--- src/rtl/la_idlefilter3_pkg.sv ---
// Shared definitions for the idle filter: state encoding of the qualification FSM.
package la_idlefilter3_pkg;

    typedef enum logic [1:0] {
        ST_ACTIVE  = 2'd0,
        ST_COUNT   = 2'd1,
        ST_IDLE    = 2'd2,
        ST_ILLEGAL = 2'd3
    } state_t;

endpackage

--- src/rtl/la_nor3.sv ---
// Three-input NOR cell; PROP names an implementation flavour.
module la_nor3 #(
    parameter string PROP = "DEFAULT"
) (
    input  logic a,
    input  logic b,
    input  logic c,
    output logic z
);

    // Only the portable mapping exists; any PROP value resolves to it.
    if (PROP == "DEFAULT") begin : g_default
        assign z = ~(a | b | c);
    end else begin : g_generic
        assign z = ~(a | b | c);
    end

endmodule

--- src/rtl/la_idlefilter3.sv ---
// Idle filter: registers three activity lines, qualifies "all quiet" for a
// programmable number of cycles, then asserts idle with enter/wake pulses.
module la_idlefilter3
    import la_idlefilter3_pkg::*;
#(
    parameter string PROP = "DEFAULT",
    parameter int    CW   = 8
) (
    input  logic          clk,
    input  logic          reset,
    input  logic          en,
    input  logic          a,
    input  logic          b,
    input  logic          c,
    input  logic [CW-1:0] thresh,
    output logic          idle,
    output logic          enter,
    output logic          wake,
    output logic [CW-1:0] count
);

    logic          r_a, r_b, r_c;
    state_t        r_state;
    logic [CW-1:0] r_count;
    logic          r_enter, r_wake;

    logic          w_quiet;
    logic [CW-1:0] w_teff;
    logic [CW:0]   w_nxt;
    logic [CW-1:0] w_nxt_sat;
    state_t        w_state_nxt;
    logic [CW-1:0] w_count_nxt;
    logic          w_enter_nxt, w_wake_nxt;

    la_nor3 #(.PROP(PROP)) u_nor3 (
        .a (r_a),
        .b (r_b),
        .c (r_c),
        .z (w_quiet)
    );

    assign w_teff    = (thresh == '0) ? CW'(1) : thresh;
    // One extra bit so the threshold compare never sees a wrapped count.
    assign w_nxt     = {1'b0, r_count} + (CW+1)'(1);
    assign w_nxt_sat = w_nxt[CW] ? '1 : w_nxt[CW-1:0];

    always_comb begin
        w_state_nxt = r_state;
        w_count_nxt = r_count;
        w_enter_nxt = 1'b0;
        w_wake_nxt  = 1'b0;
        if (!en) begin
            w_state_nxt = ST_ACTIVE;
            w_count_nxt = '0;
        end else begin
            case (r_state)
                ST_ACTIVE: begin
                    if (w_quiet) begin
                        w_count_nxt = CW'(1);
                        if (w_teff == CW'(1)) begin
                            w_state_nxt = ST_IDLE;
                            w_enter_nxt = 1'b1;
                        end else begin
                            w_state_nxt = ST_COUNT;
                        end
                    end else begin
                        w_count_nxt = '0;
                    end
                end
                ST_COUNT: begin
                    if (w_quiet) begin
                        w_count_nxt = w_nxt_sat;
                        if (w_nxt >= {1'b0, w_teff}) begin
                            w_state_nxt = ST_IDLE;
                            w_enter_nxt = 1'b1;
                        end
                    end else begin
                        w_state_nxt = ST_ACTIVE;
                        w_count_nxt = '0;
                    end
                end
                ST_IDLE: begin
                    if (!w_quiet) begin
                        w_state_nxt = ST_ACTIVE;
                        w_count_nxt = '0;
                        w_wake_nxt  = 1'b1;
                    end
                end
                default: begin
                    w_state_nxt = ST_ACTIVE;
                    w_count_nxt = '0;
                end
            endcase
        end
    end

    always_ff @(posedge clk) begin
        if (reset) begin
            r_a     <= 1'b0;
            r_b     <= 1'b0;
            r_c     <= 1'b0;
            r_state <= ST_ACTIVE;
            r_count <= '0;
            r_enter <= 1'b0;
            r_wake  <= 1'b0;
        end else begin
            r_a     <= a;
            r_b     <= b;
            r_c     <= c;
            r_state <= w_state_nxt;
            r_count <= w_count_nxt;
            r_enter <= w_enter_nxt;
            r_wake  <= w_wake_nxt;
        end
    end

    assign idle  = (r_state == ST_IDLE);
    assign enter = r_enter;
    assign wake  = r_wake;
    assign count = r_count;

endmodule

--- config.mk ---
export PLATFORM = sky130hd
export DESIGN_NAME = la_idlefilter3
export DESIGN_NICKNAME = d
export VERILOG_FILES = /design/src/rtl/la_idlefilter3_pkg.sv /design/src/rtl/la_nor3.sv /design/src/rtl/la_idlefilter3.sv
export SDC_FILE = /design/constraint.sdc
export NUM_CORES = 1
export LEC_CHECK = 0
export BUFFER_PORTS_ARGS = -buffer_cell sky130_fd_sc_hd__clkbuf_2
export CAP_MARGIN = 10
export CORE_MARGIN = 1.5
export CORE_UTILIZATION = 36
export DETAILED_ROUTE_END_ITERATION = 8
export SETUP_SLACK_MARGIN = 0.15
export SYNTH_ARGS = -nofsm -noshare
export SYNTH_HDL_FRONTEND = slang
export SYNTH_HIERARCHICAL = 1
export SYNTH_SLANG_ARGS = --single-unit
--- constraint.sdc ---
create_clock -name clk -period 5.1 [get_ports clk]
set_clock_uncertainty 0.1 [all_clocks]
set_input_delay 1.275 -clock clk [delete_from_list [all_inputs] [get_ports clk]]
set_output_delay 1.275 -clock clk [all_outputs]
set_load 0.005 [all_outputs]
; Word level (Yosys, flattened, before mapping)
; Cells that the tools add are included.
[word_totals]
register_bits = 15
input_bits = 14
out_inout_bits = 11
elab_cells = 42
[classes]
add_sub_neg = 1
magnitude_cmp = 1
eq_ne = 6
n_mux = 18
bitwise = 4
reduce_logical = 5
[op_table]
columns = cell, count
row1 = two-way mux 8 bit, 4
row2 = case mux 8 bit (3 select lines), 1
row3 = two-way mux 2 bit, 5
row4 = adder 8 x 1 -> 9 bit (second input constant), 1
row5 = greater-or-equal comparator 9 x 8 -> 1 bit, 1
row6 = == test 8 x 1 -> 1 bit (second input constant), 1
row7 = zero test 8 bit, 1
row8 = two-way mux 1 bit, 6
row9 = case mux 2 bit (3 select lines), 1
row10 = != test 3 bit (second input constant), 1
row11 = AND reduction 3 bit, 1
row12 = OR reduction 3 bit, 1
row13 = == test 2 x 1 -> 1 bit (second input constant), 1
row14 = == test 2 bit (second input constant), 1
row15 = zero test 2 bit, 1
row16 = != test 2 x 1 -> 1 bit (second input constant), 1
row17 = != test 2 bit (second input constant), 1
row18 = NOT 1 bit, 2
row19 = bitwise OR 1 bit, 2
row20 = case mux 1 bit (2 select lines), 1
row21 = OR reduction 2 bit, 1

; Depth between registers and ports, before layout
[depth]
word_depth = 6
mapped_depth = 10
mapped_depth_nobuf = 9

; Modules after synthesis
; The synthesis kept the hierarchy.
[by_module_without_submodules]
columns = mod, instances, cells_per_inst, area_each_um2, seq_area_each_um2
row1 = la_idlefilter3, 1, 127, 1022.2, 300.3
row2 = la_nor3, 1, 1, 10.0, 0.0

; Worst setup path after synthesis
; No wires, ideal clock.
[synth_path]
path_type = input port to flip-flop
from = in thresh[4]
to = reg r_state[0]
setup_time_ns = 0.114
t_arrival_ns = 2.788
required_time_ns = 4.886
path_slack_ns = 2.097
path_stages = 8
n_path_buf = 0
cell_sequence = or4_4 nor4_4 or2_2 ha_1 nor2b_1 o21ai_0 a21boi_0 a21bo_1
[synth_between]
elab_chain_cells = 6
word_cells_on_any_way = 9
classes_between = order compare: 1 / eq/ne: 2 / mux: 4 / reduce/logical: 2
[synth_rtl]
columns = element, line
row1 = start: declaration, la_idlefilter3.sv:15  ; input logic [CW-1:0] thresh,
row2 = zero test 8 bit, la_idlefilter3.sv:42  ; assign w_teff = (thresh == '0) ? CW'(1) : thresh;
row3 = two-way mux 8 bit (*), la_idlefilter3.sv:42
row4 = branches (longest 4 deep; another with greater-or-equal comparator 9 x 8 -> 1 bit), -
row5 = end signal: assignment, la_idlefilter3.sv:110  ; r_state <= w_state_nxt;
row6 = end: declaration, la_idlefilter3.sv:23  ; state_t r_state;
; Every way passes the cells marked *. The select of a mux whose other input is x is not followed.
; A chain may end at the register's enable or synchronous reset.

; Worst setup path after layout
; Same ends and word-level chain as after synthesis.

==> impl_metrics.py <==
metrics = {
    "timing": {
        "maxSlewHeadroom_pct": 73.8,
        "rsz0062_at_grt": "false",
        "period_minus_slack_ns": 2.97,
        "slew_viol_final": 0,
        "setup_viol": 0,
        "max_freq_ghz": 0.337,
        "tns_ns": 0,
        "fin_crit_sh_pct": 58.2,
        "hold_violations": 0,
        "tightest_slew_ns": 0.392,
    },
    "yosys": {
        "synth_top_family_by_area": "simple AND/OR/NAND/NOR gates",
        "synth_ff_type": "dfxtp_1",
        "synth_compound_area_share_pct": 19.4,
        "ys_warn_count": 6,
        "ys_types": 38,
        "ys_ff_latch": 15,
        "synth_top_area_share_pct": 29.1,
        "synth_enable_flop_cells": 0,
        "syn_inst": 128,
        "synthAdderAreaFrac_pct": 10.9,
        "async_flop_share_pct": 0,
        "synth.most_common_cell": "dfxtp_1",
        "synthesis.nets": 151,
        "synth_area_leaders": "dfxtp_1, ha_1, o21ai_0",
        "yosysSeqAreaShare_pct": 29.1,
        "netlist_area_sq_um": 1030,
        "synthMuxAreaShare_pct": 0,
        "synth_common_cells": "dfxtp_1, o21ai_0, a21oi_1, inv_1, ha_1",
        "synth_xor_area_share_pct": 5.09,
        "synth-simple-area-share_pct": 28.1,
        "yosysTopAreaCell": "dfxtp_1",
        "avgSynthCellArea_sq_um": 8.06,
    },
    "worst_hold_path": {
        "holdCritStartpoint": "count[1]$_SDFFE_PP0P_",
        "holdPathEnd": "count[1]$_SDFFE_PP0P_",
        "hp-class": "register to register",
        "hold_path_depth": 2,
    },
    "clock_tree": {
        "clock_sinks": 15,
        "cts.root.buffer_cell": "clkbuf_4",
        "tritoncts": "done",
        "cts_resized": 0,
        "clk_latency_ns": 0.29,
        "cts_made_buffers": 3,
        "hold_buffers": 0,
        "htreeDepth": 1,
        "cts.clk_slew.worst_paths_ns": 0.10,
        "postCtsSetupBuffers": 0,
        "cts.path.max_buffers": 2,
    },
    "global_route": {
        "grt_antenna_before_repair": 0,
        "grt_max_degree": 12,
        "grt_use_total_pct": 15.9,
        "grt-ovfl-total": 0,
        "grt_first_pass_wirelength_mm": 4.00,
        "grt_pass1_vias": 914,
    },
    "routing": {
        "drt_iter0_drc": 25,
        "wl_per_cell_um": 12.6,
        "antenna_left": 0,
        "drtPass1Iterations": 4,
        "wirelength_mm": 2.28,
        "drc": 0,
        "vias_per_cell": 5.25,
        "vias": 951,
    },
    "setup_path": {
        "r2r-start": "count[0]$_SDFFE_PP0P_",
        "critPathSlowestCell": "or4_4",
        "regToRegEndpoint": "r_state[0]$_SDFFE_PP0P_",
        "startpoint": "thresh[4]",
        "crit_type": "input port to register",
        "r2r_cells": 9,
        "critPathLaunchType": "input port",
        "crit_path_max_incr_delay_ns": 0.54,
        "regToRegSetupSlack_ns": 2.62,
        "cp-end-kind": "register",
        "path_max_fanout": 4,
        "crit_chain": "clkbuf_2 -> or4_4 -> nor4_4 -> or2_2 -> ha_1 -> nor2b_1 -> o21ai_0 -> a21boi_0 -> a21bo_1",
        "crit_required_ns": 5.19,
        "crit_arrival_ns": 3.06,
    },
    "job": {
        "cap_violations": 0,
    },
    "floorplan": {
        "core_area_sq_um": 2730,
        "fp.dieH_um": 56.5,
        "initial_utilization_pct": 37.8,
        "fp.dieArea_sq_um": 3200,
        "num_io_pins": 25,
        "die_width_um": 56.5,
        "rows": 19,
    },
    "finish": {
        "final_layout_size_suffix_gt1_share_pct": 22.7,
        "nets": 174,
        "n_antenna_cell": 0,
        "areaGrowthSynthToFinish_pct": 14.7,
    },
    "placement": {
        "routabilityCongestion": 0.866,
        "numPortBuffers": 24,
        "place_hpwl_mm": 1.80,
    },
    "power": {
        "max-vdd-ir-drop_uv": 211,
        "leakagePower_nw": 0.543,
        "totalPowerFinal_uw": 215,
        "pwr_density_cell_nw_per_um2": 182,
    },
    "status": {
        "status": "finished clean",
    },
}
final cells by class:
type / instances / area [sq um]
flip-flops and latches: 15 / 300
well taps: 31 / 38.8
clock inverters: 1 / 5.00
inverters: 11 / 41.3
multi-input cells: 96 / 656
repair buffers: 24 / 120
fillers: 291 / 1550
clock buffers: 3 / 22.5
power breakdown:
part	internal, mW	switching, mW
Combinational	0.0109	0.0126
Sequential	0.119	0.00230
Clock	0.0292	0.0409
placed cells by master, fill, tap and decap left out, drive strengths merged:
master,count
a211oi,2
o21bai,1
nand2,8
ha,9
o22ai,1
and3b,2
nor3,3
a41oi,1
or4,2
or2,2
inv,11
dfxtp,15
a31oi,1
xor2,3
o211ai,1
clkbuf,27
a21boi,1
clkinv,1
a21bo,1
and3,3
nor2b,6
o21ai,12
a21oi,11
o31ai,1
nand3,5
nor2,6
nand3b,3
xnor2,3
nand2b,4
o31a,1
nor3b,1
nor4,2
routing by layer:
layer | wire [um] | part of all wire [%] | track usage [%] | vias to the layer above
met5 | 0 | 0 | 0 | -
met4 | 17 | 0.75 | 4.08 | 0
met3 | 101 | 4.4 | 5.53 | 2
met2 | 1080 | 47 | 25.7 | 22
met1 | 1080 | 48 | 20.0 | 433
li1 | - | - | - | 494
metrics by stage:
| step | worst slack [ns] | std cells | cell area (sq um) | hold slack (ns) | util, % |
|---|---|---|---|---|---|
| 3_3_place_gp | 1.93 | 177 | 1160 | 0.408 | 42.3 |
| 2_1_floorplan | 2.10 | 128 | 1030 | 0.390 | - |
| 4_1_cts | 2.13 | 181 | 1180 | 0.429 | 43.3 |
| 5_1_grt | 1.92 | 181 | 1180 | 0.471 | 43.3 |
| 6_report | 2.13 | 181 | 1180 | 0.428 | 43.3 |
| 3_5_place_dp | 1.82 | 177 | 1160 | 0.416 | 42.3 |
cells by family after synthesis:
| family | Yosys count |
|---|---|
| AND/OR/NAND/NOR | 47 |
| AO/OA/AOI/OAI | 34 |
| buffers and inverters | 17 |
| flip-flops | 15 |
| adder cells (fa/ha/maj) | 9 |
| XOR/XNOR | 6 |
critical path: cells and delay by family:
family          cells  cell delay, ns
buf+inv             1            0.09
simple gates        4            0.94
compound gates      3            0.64
fa+ha+maj           1            0.11
flip-flops by register name (all words and copies together), names as in the netlist:
name     flops
count        8
enter        1
r_a          1
r_b          1
r_c          1
r_state      2
wake         1
how the worst max path moves through the flow:
stage / endpoint / slack, ns / cells after the start
after floorplan: r_state[0]$_SDFFE_PP0P_ / 2.10 / 8
after detailed placement: r_state[0]$_SDFFE_PP0P_ / 1.82 / 9
final: r_state[0]$_SDFFE_PP0P_ / 2.13 / 9
after CTS: r_state[0]$_SDFFE_PP0P_ / 2.13 / 9
after global placement: r_state[0]$_SDFFE_PP0P_ / 1.93 / 9
after global routing: r_state[0]$_SDFFE_PP0P_ / 1.92 / 9
Power figures use the tool's default switching activity.
